**src/rtl/apb4_csr_bridge.sv**
```systemverilog
// -----------------------------------------------------------------------------
// apb4_csr_bridge
//   APB4 completer that turns each APB transfer into one single-beat CSR bus
//   request with a req/ack handshake. It expands PSTRB into per-bit enables,
//   holds the request while the target stalls, rejects out-of-range
//   addresses without touching the bus, and bounds the ack wait with a
//   timeout.
//
// Ports
//   clk, rst             rising-edge clock, asynchronous active-high reset
//   s_apb_*              APB4 completer interface (pready/prdata/pslverr are
//                        derived from registers only)
//   o_bus_req*           CSR request strobe, direction, address, data, bit enables
//   i_bus_req_stall_*    target back-pressure, per direction
//   i_bus_rd_*/wr_*      CSR completion (ack, error, read data)
// -----------------------------------------------------------------------------
module apb4_csr_bridge #(
    parameter int ADDR_WIDTH = 12,
    parameter int DATA_WIDTH = 32,
    parameter int ADDR_LIMIT = 4096,
    parameter int TIMEOUT    = 255
) (
    input  logic                    clk,
    input  logic                    rst,
    input  logic                    s_apb_psel,
    input  logic                    s_apb_penable,
    input  logic                    s_apb_pwrite,
    input  logic [ADDR_WIDTH-1:0]   s_apb_paddr,
    input  logic [DATA_WIDTH-1:0]   s_apb_pwdata,
    input  logic [DATA_WIDTH/8-1:0] s_apb_pstrb,
    output logic                    s_apb_pready,
    output logic [DATA_WIDTH-1:0]   s_apb_prdata,
    output logic                    s_apb_pslverr,
    output logic                    o_bus_req,
    output logic                    o_bus_req_is_wr,
    output logic [ADDR_WIDTH-1:0]   o_bus_addr,
    output logic [DATA_WIDTH-1:0]   o_bus_wr_data,
    output logic [DATA_WIDTH-1:0]   o_bus_wr_biten,
    input  logic                    i_bus_req_stall_wr,
    input  logic                    i_bus_req_stall_rd,
    input  logic                    i_bus_rd_ack,
    input  logic                    i_bus_rd_err,
    input  logic [DATA_WIDTH-1:0]   i_bus_rd_data,
    input  logic                    i_bus_wr_ack,
    input  logic                    i_bus_wr_err
);

    localparam int STRB_W = DATA_WIDTH / 8;
    localparam int ALIGN  = $clog2(STRB_W);
    localparam int CNT_W  = 16;

    // Clears the byte-lane offset bits of the captured address.
    localparam logic [ADDR_WIDTH-1:0] ALIGN_MASK = ~ADDR_WIDTH'((1 << ALIGN) - 1);
    localparam logic [63:0]           LIMIT64    = 64'(ADDR_LIMIT);
    localparam logic [CNT_W-1:0]      TMO_LAST   = CNT_W'(TIMEOUT - 1);

    typedef enum logic [1:0] {IDLE, REQ, WAIT, RESP} state_t;

    state_t                  state_q, state_d;
    logic [CNT_W-1:0]        cnt_q, cnt_d;
    logic                    is_wr_q, is_wr_d;
    logic [ADDR_WIDTH-1:0]   addr_q, addr_d;
    logic [DATA_WIDTH-1:0]   wdata_q, wdata_d;
    logic [DATA_WIDTH-1:0]   biten_q, biten_d;
    logic [DATA_WIDTH-1:0]   rdata_q, rdata_d;
    logic                    err_q, err_d;

    logic                    access;
    logic                    addr_ok;
    logic                    cur_stall;
    logic                    cur_ack;
    logic                    cur_err;
    logic                    tmo_hit;
    logic [DATA_WIDTH-1:0]   strb_bits;

    assign access    = s_apb_psel & s_apb_penable;
    // Widen before comparing so ADDR_LIMIT may equal 2**ADDR_WIDTH.
    assign addr_ok   = 64'(s_apb_paddr) < LIMIT64;
    // Only the handshake of the latched direction is honoured.
    assign cur_stall = is_wr_q ? i_bus_req_stall_wr : i_bus_req_stall_rd;
    assign cur_ack   = is_wr_q ? i_bus_wr_ack : i_bus_rd_ack;
    assign cur_err   = is_wr_q ? i_bus_wr_err : i_bus_rd_err;
    // Fires on the TIMEOUT-th cycle spent in REQ/WAIT without completion.
    assign tmo_hit   = (TIMEOUT != 0) && (cnt_q == TMO_LAST);

    always_comb begin
        strb_bits = '0;
        for (int i = 0; i < STRB_W; i++) begin
            strb_bits[8*i +: 8] = {8{s_apb_pstrb[i]}};
        end
    end

    always_comb begin
        state_d = state_q;
        cnt_d   = cnt_q;
        is_wr_d = is_wr_q;
        addr_d  = addr_q;
        wdata_d = wdata_q;
        biten_d = biten_q;
        rdata_d = rdata_q;
        err_d   = err_q;

        unique case (state_q)
            IDLE: begin
                cnt_d = '0;
                if (access) begin
                    is_wr_d = s_apb_pwrite;
                    addr_d  = s_apb_paddr & ALIGN_MASK;
                    wdata_d = s_apb_pwrite ? s_apb_pwdata : '0;
                    biten_d = s_apb_pwrite ? strb_bits : '1;
                    rdata_d = '0;
                    err_d   = ~addr_ok;
                    state_d = addr_ok ? REQ : RESP;
                end
            end
            REQ, WAIT: begin
                // A stalled request is not yet accepted, so any ack seen
                // alongside the stall cannot belong to it.
                if (!(state_q == REQ && cur_stall) && cur_ack) begin
                    err_d   = cur_err;
                    rdata_d = is_wr_q ? '0 : i_bus_rd_data;
                    state_d = RESP;
                end else if (tmo_hit) begin
                    err_d   = 1'b1;
                    rdata_d = '0;
                    state_d = RESP;
                end else begin
                    cnt_d   = cnt_q + 1'b1;
                    state_d = (state_q == REQ && !cur_stall) ? WAIT : state_q;
                end
            end
            RESP: begin
                cnt_d   = '0;
                state_d = IDLE;
            end
            default: state_d = IDLE;
        endcase
    end

    always_ff @(posedge clk or posedge rst) begin
        if (rst) begin
            state_q <= IDLE;
            cnt_q   <= '0;
            is_wr_q <= 1'b0;
            addr_q  <= '0;
            wdata_q <= '0;
            biten_q <= '0;
            rdata_q <= '0;
            err_q   <= 1'b0;
        end else begin
            state_q <= state_d;
            cnt_q   <= cnt_d;
            is_wr_q <= is_wr_d;
            addr_q  <= addr_d;
            wdata_q <= wdata_d;
            biten_q <= biten_d;
            rdata_q <= rdata_d;
            err_q   <= err_d;
        end
    end

    assign o_bus_req       = (state_q == REQ);
    assign o_bus_req_is_wr = is_wr_q;
    assign o_bus_addr      = addr_q;
    assign o_bus_wr_data   = wdata_q;
    assign o_bus_wr_biten  = biten_q;

    // Response fields are forced to zero outside the single RESP cycle.
    assign s_apb_pready  = (state_q == RESP);
    assign s_apb_prdata  = s_apb_pready ? rdata_q : '0;
    assign s_apb_pslverr = s_apb_pready & err_q;

endmodule

```
**config.mk**
```make
export PLATFORM = sky130hd
export DESIGN_NAME = apb4_csr_bridge
export DESIGN_NICKNAME = d
export VERILOG_FILES = /design/src/rtl/apb4_csr_bridge.sv
export SDC_FILE = /design/constraint.sdc
export NUM_CORES = 1
export LEC_CHECK = 0
export BUFFER_PORTS_ARGS = -buffer_cell sky130_fd_sc_hd__buf_4
export CORE_UTILIZATION = 52
export DETAILED_ROUTE_END_ITERATION = 16
export PLACE_DENSITY = 0.86
export SLEW_MARGIN = 10
export SYNTH_ARGS = -nofsm -noshare
export SYNTH_HDL_FRONTEND = slang
export SYNTH_SLANG_ARGS = --single-unit
```
**constraint.sdc**
```tcl
create_clock -name clk -period 5.3 [get_ports clk]
set_input_delay 0.53 -clock clk [delete_from_list [all_inputs] [get_ports clk]]
set_output_delay 0.53 -clock clk [all_outputs]
set_load 0.005 [all_outputs]
```
==> flow_metrics.py <==
metrics = {
    "outcome": {
        "status": "completed",
    },
    "cells_and_area": {
        "drive_gt1_frac": 0.381,
        "insertedDiodeCount": 0,
        "nNetsFinal": 717,
        "finalNonFillerCells": 733,
        "syn_to_final_growth_pct": 32.1,
        "fillers": 622,
    },
    "critical_path": {
        "crit_required_ns": 5.56,
        "reg2reg_setup_slack_ns": 2.42,
        "crit_type": "reg2reg",
        "end_kind": "register",
        "startpoint_type": "register",
        "cpMostUsedCell": "inv_1",
        "cpPeakStageDelay_ns": 0.68,
        "arrival_ns": 3.13,
        "cpMaxStageDelayCell": "ha_1",
        "path_max_fanout": 23,
        "crit_chain": "inv_1 -> ha_1 -> inv_1 -> o21ai_0 -> o31ai_4 -> buf_16 -> a22o_1",
    },
    "grt": {
        "grt_pass1_wl_um": 18500,
        "track_usage": 0.244,
        "grt_max_degree": 76,
        "grt_pass1_vias": 3669,
        "antenna_found_initial": 0,
        "grt-ovfl-total": 0,
    },
    "clock_tree": {
        "htreeDepth": 3,
        "post-cts-setup-buffers": 0,
        "clockBufferDepth": 2,
        "clockRootBuffer": "clkbuf_8",
        "cts_tree": "built",
        "cts_buffers": 9,
        "ctsResizeCount": 0,
        "clock_latency_ns": 0.37,
        "hold_buffers": 0,
        "clk_pin_slew_ns": 0.11,
        "clock-sinks": 98,
    },
    "route": {
        "drt_pass1_iterations": 4,
        "wl_per_cell_um": 16.1,
        "drc": 0,
        "wl_um": 11800,
        "num_vias": 3914,
        "ant_nets": 0,
        "viasPerCell": 5.34,
        "drtIter0Drc": 188,
    },
    "sta": {
        "fmax_ghz": 0.348,
        "fin_crit_ns": 2.88,
        "setup_viol": 0,
        "skew_ns": 0.0130,
        "slew_headroom": 0.374,
        "hold_viol_final": 0,
        "worst_slack_ns": 2.42,
        "rsz0062_at_grt": "no",
        "worst_pin_slew_ns": 0.939,
        "fin_tns_setup_ns": 0,
        "slew_viol_final": 0,
        "period_share": 0.542,
    },
    "yosys": {
        "synth_area_leader_cell": "dfrtp_1",
        "synth_compound_area_frac": 0.143,
        "yosysSeqAreaShare": 0.517,
        "yosys-top-cells-area": "dfrtp_1, nand2_1, a22o_1, buf_4, and2_1",
        "syn-instance-count": 466,
        "syn_area_um2": 4740,
        "synthAdderAreaFrac": 0.0158,
        "muxShareOfSynthArea": 0.0536,
        "synth.top_cell.area_share": 0.517,
        "avgSynthCellArea_um2": 10.2,
        "synth_top_family_by_area": "simple AND/OR/NAND/NOR gates",
        "dominantRegCellSynth": "dfrtp_1",
        "synth_edf_count": 0,
        "ys_seq_elements": 98,
        "ys_types": 44,
        "synth-async-reset-ratio": 1.00,
        "synth-simple-area-share": 0.183,
        "synth_xor_xnor_area_share": 0,
        "synth_warnings": 0,
    },
    "power_and_ir_drop": {
        "pwr_density_cell_nw_per_um2": 505,
        "p_leak_nw": 3.14,
        "finalPower_w": 0.00317,
        "ir_worst_vdd_v": 0.000231,
    },
    "placed_design": {
        "io_buffers": 198,
        "gp_congestion": 0.841,
        "place_ws_ns": 2.24,
        "hpwl_um": 8310,
        "dp.cells": 716,
    },
    "floorplan": {
        "core_area_um2": 8760,
        "fp.dieH_um": 97.5,
        "num_rows": 34,
        "initial_core_util": 0.541,
        "ios": 203,
        "die_area_um2": 9500,
        "die_w_um": 97.5,
    },
    "min_path": {
        "min_path_type": "in2async",
    },
    "job": {
        "cap_viol_max_count": 0,
    },
}
-- layer usage --
| layer | vias up | global-route usage | share of wire |
|---|---|---|---|
| li1 | 1875 | - | - |
| met4 | 0 | 0.0871 | 0.029 |
| met5 | - | 0 | 0 |
| met1 | 1871 | 0.311 | 0.41 |
| met3 | 29 | 0.0489 | 0.052 |
| met2 | 139 | 0.412 | 0.51 |
-- critical path, delay by kind of cell, from the launching register on --
kind            cells  cell delay [ns]
compound gates      3             0.97
buf+inv             3             0.70
fa+ha+maj           1             0.68
flops               1             0.41
-- Yosys cell counts (3+ instances only) --
| cell | number |
|---|---|
| nand2_1 | 85 |
| or4_1 | 5 |
| mux2i_1 | 13 |
| buf_4 | 31 |
| inv_1 | 12 |
| ha_1 | 6 |
| mux2_2 | 11 |
| nand3_1 | 5 |
| dfrtp_1 | 98 |
| and2_1 | 36 |
| nor2b_1 | 4 |
| o21ai_0 | 40 |
| nand2b_1 | 12 |
| nor4_1 | 9 |
| buf_1 | 4 |
| a21oi_1 | 6 |
| o31ai_1 | 5 |
| buf_6 | 3 |
| a22o_1 | 32 |
| clkbuf_1 | 23 |
-- cells by family after synthesis --
family,count (synthesis)
fa+ha+maj,6
mux,24
flops,98
simple gates,167
buf+inv,73
compound gates,97
other cells,1
-- cells in the final DEF, fill, tap and decap left out, types with 5 or more instances in the layout --
cell type  Yosys  final
mux2i_1       13     13
o31ai_1        5      5
ha_1           6      6
nor4_1         9      9
buf_4         31    202
o21ai_0       40     40
nand2b_1      12     12
mux2_2        11     11
and2_1        36     36
inv_1         12     11
a21oi_1        6      6
dfrtp_1       98     98
a22o_1        32     32
clkbuf_8       0     10
nand2_1       85     85
or4_1          5      5
-- power by group --
group / switching, W / total [W] / internal (W)
registers: 0.000180 / 0.00120 / 0.00102
clock network: 0.000278 / 0.000467 / 0.000190
logic: 0.000698 / 0.00150 / 0.000801
-- cell type report --
cell class	count	area, um2	area share
flip-flops and latches	98	2450	0.392
multi-input cells	296	1900	0.303
repair buffers	203	1540	0.247
clock buffers	10	138	0.0220
well taps	108	135	0.0216
clock inverters	6	48.8	0.00779
inverters	12	47.5	0.00759
-- through the flow --
stage,cell area [um2],hold WS (ns),utilization
2_1_floorplan,4740,0.458,-
3_3_place_gp,6050,0.465,0.690
3_5_place_dp,6050,0.471,0.690
4_1_cts,6240,0.114,0.712
5_1_grt,6260,0.122,0.715
6_report,6260,0.109,0.715
-- final timing paths --
kind | startpoint | depth (start not counted) | to
setup / recovery | state_q[0] | 7 | rdata_q[30]
hold / removal | rst | 2 | o_bus_addr[9]
max in group asynchronous | rst | 3 | state_q[1]
setup reg to reg | state_q[0] | 7 | rdata_q[30]
hold reg to reg | o_bus_wr_data[19] | 2 | o_bus_wr_data[19]
min in group clk | i_bus_rd_data[2] | 2 | rdata_q[2]
-- sequential cells by signal, summed over array words and instances, names as in the netlist --
signal,flops
o_bus_req_is_wr,1
state_q,2
o_bus_wr_biten,4
rdata_q,32
err_q,1
cnt_q,16
o_bus_addr,10
o_bus_wr_data,32
Power figures use the tool's default switching activity.
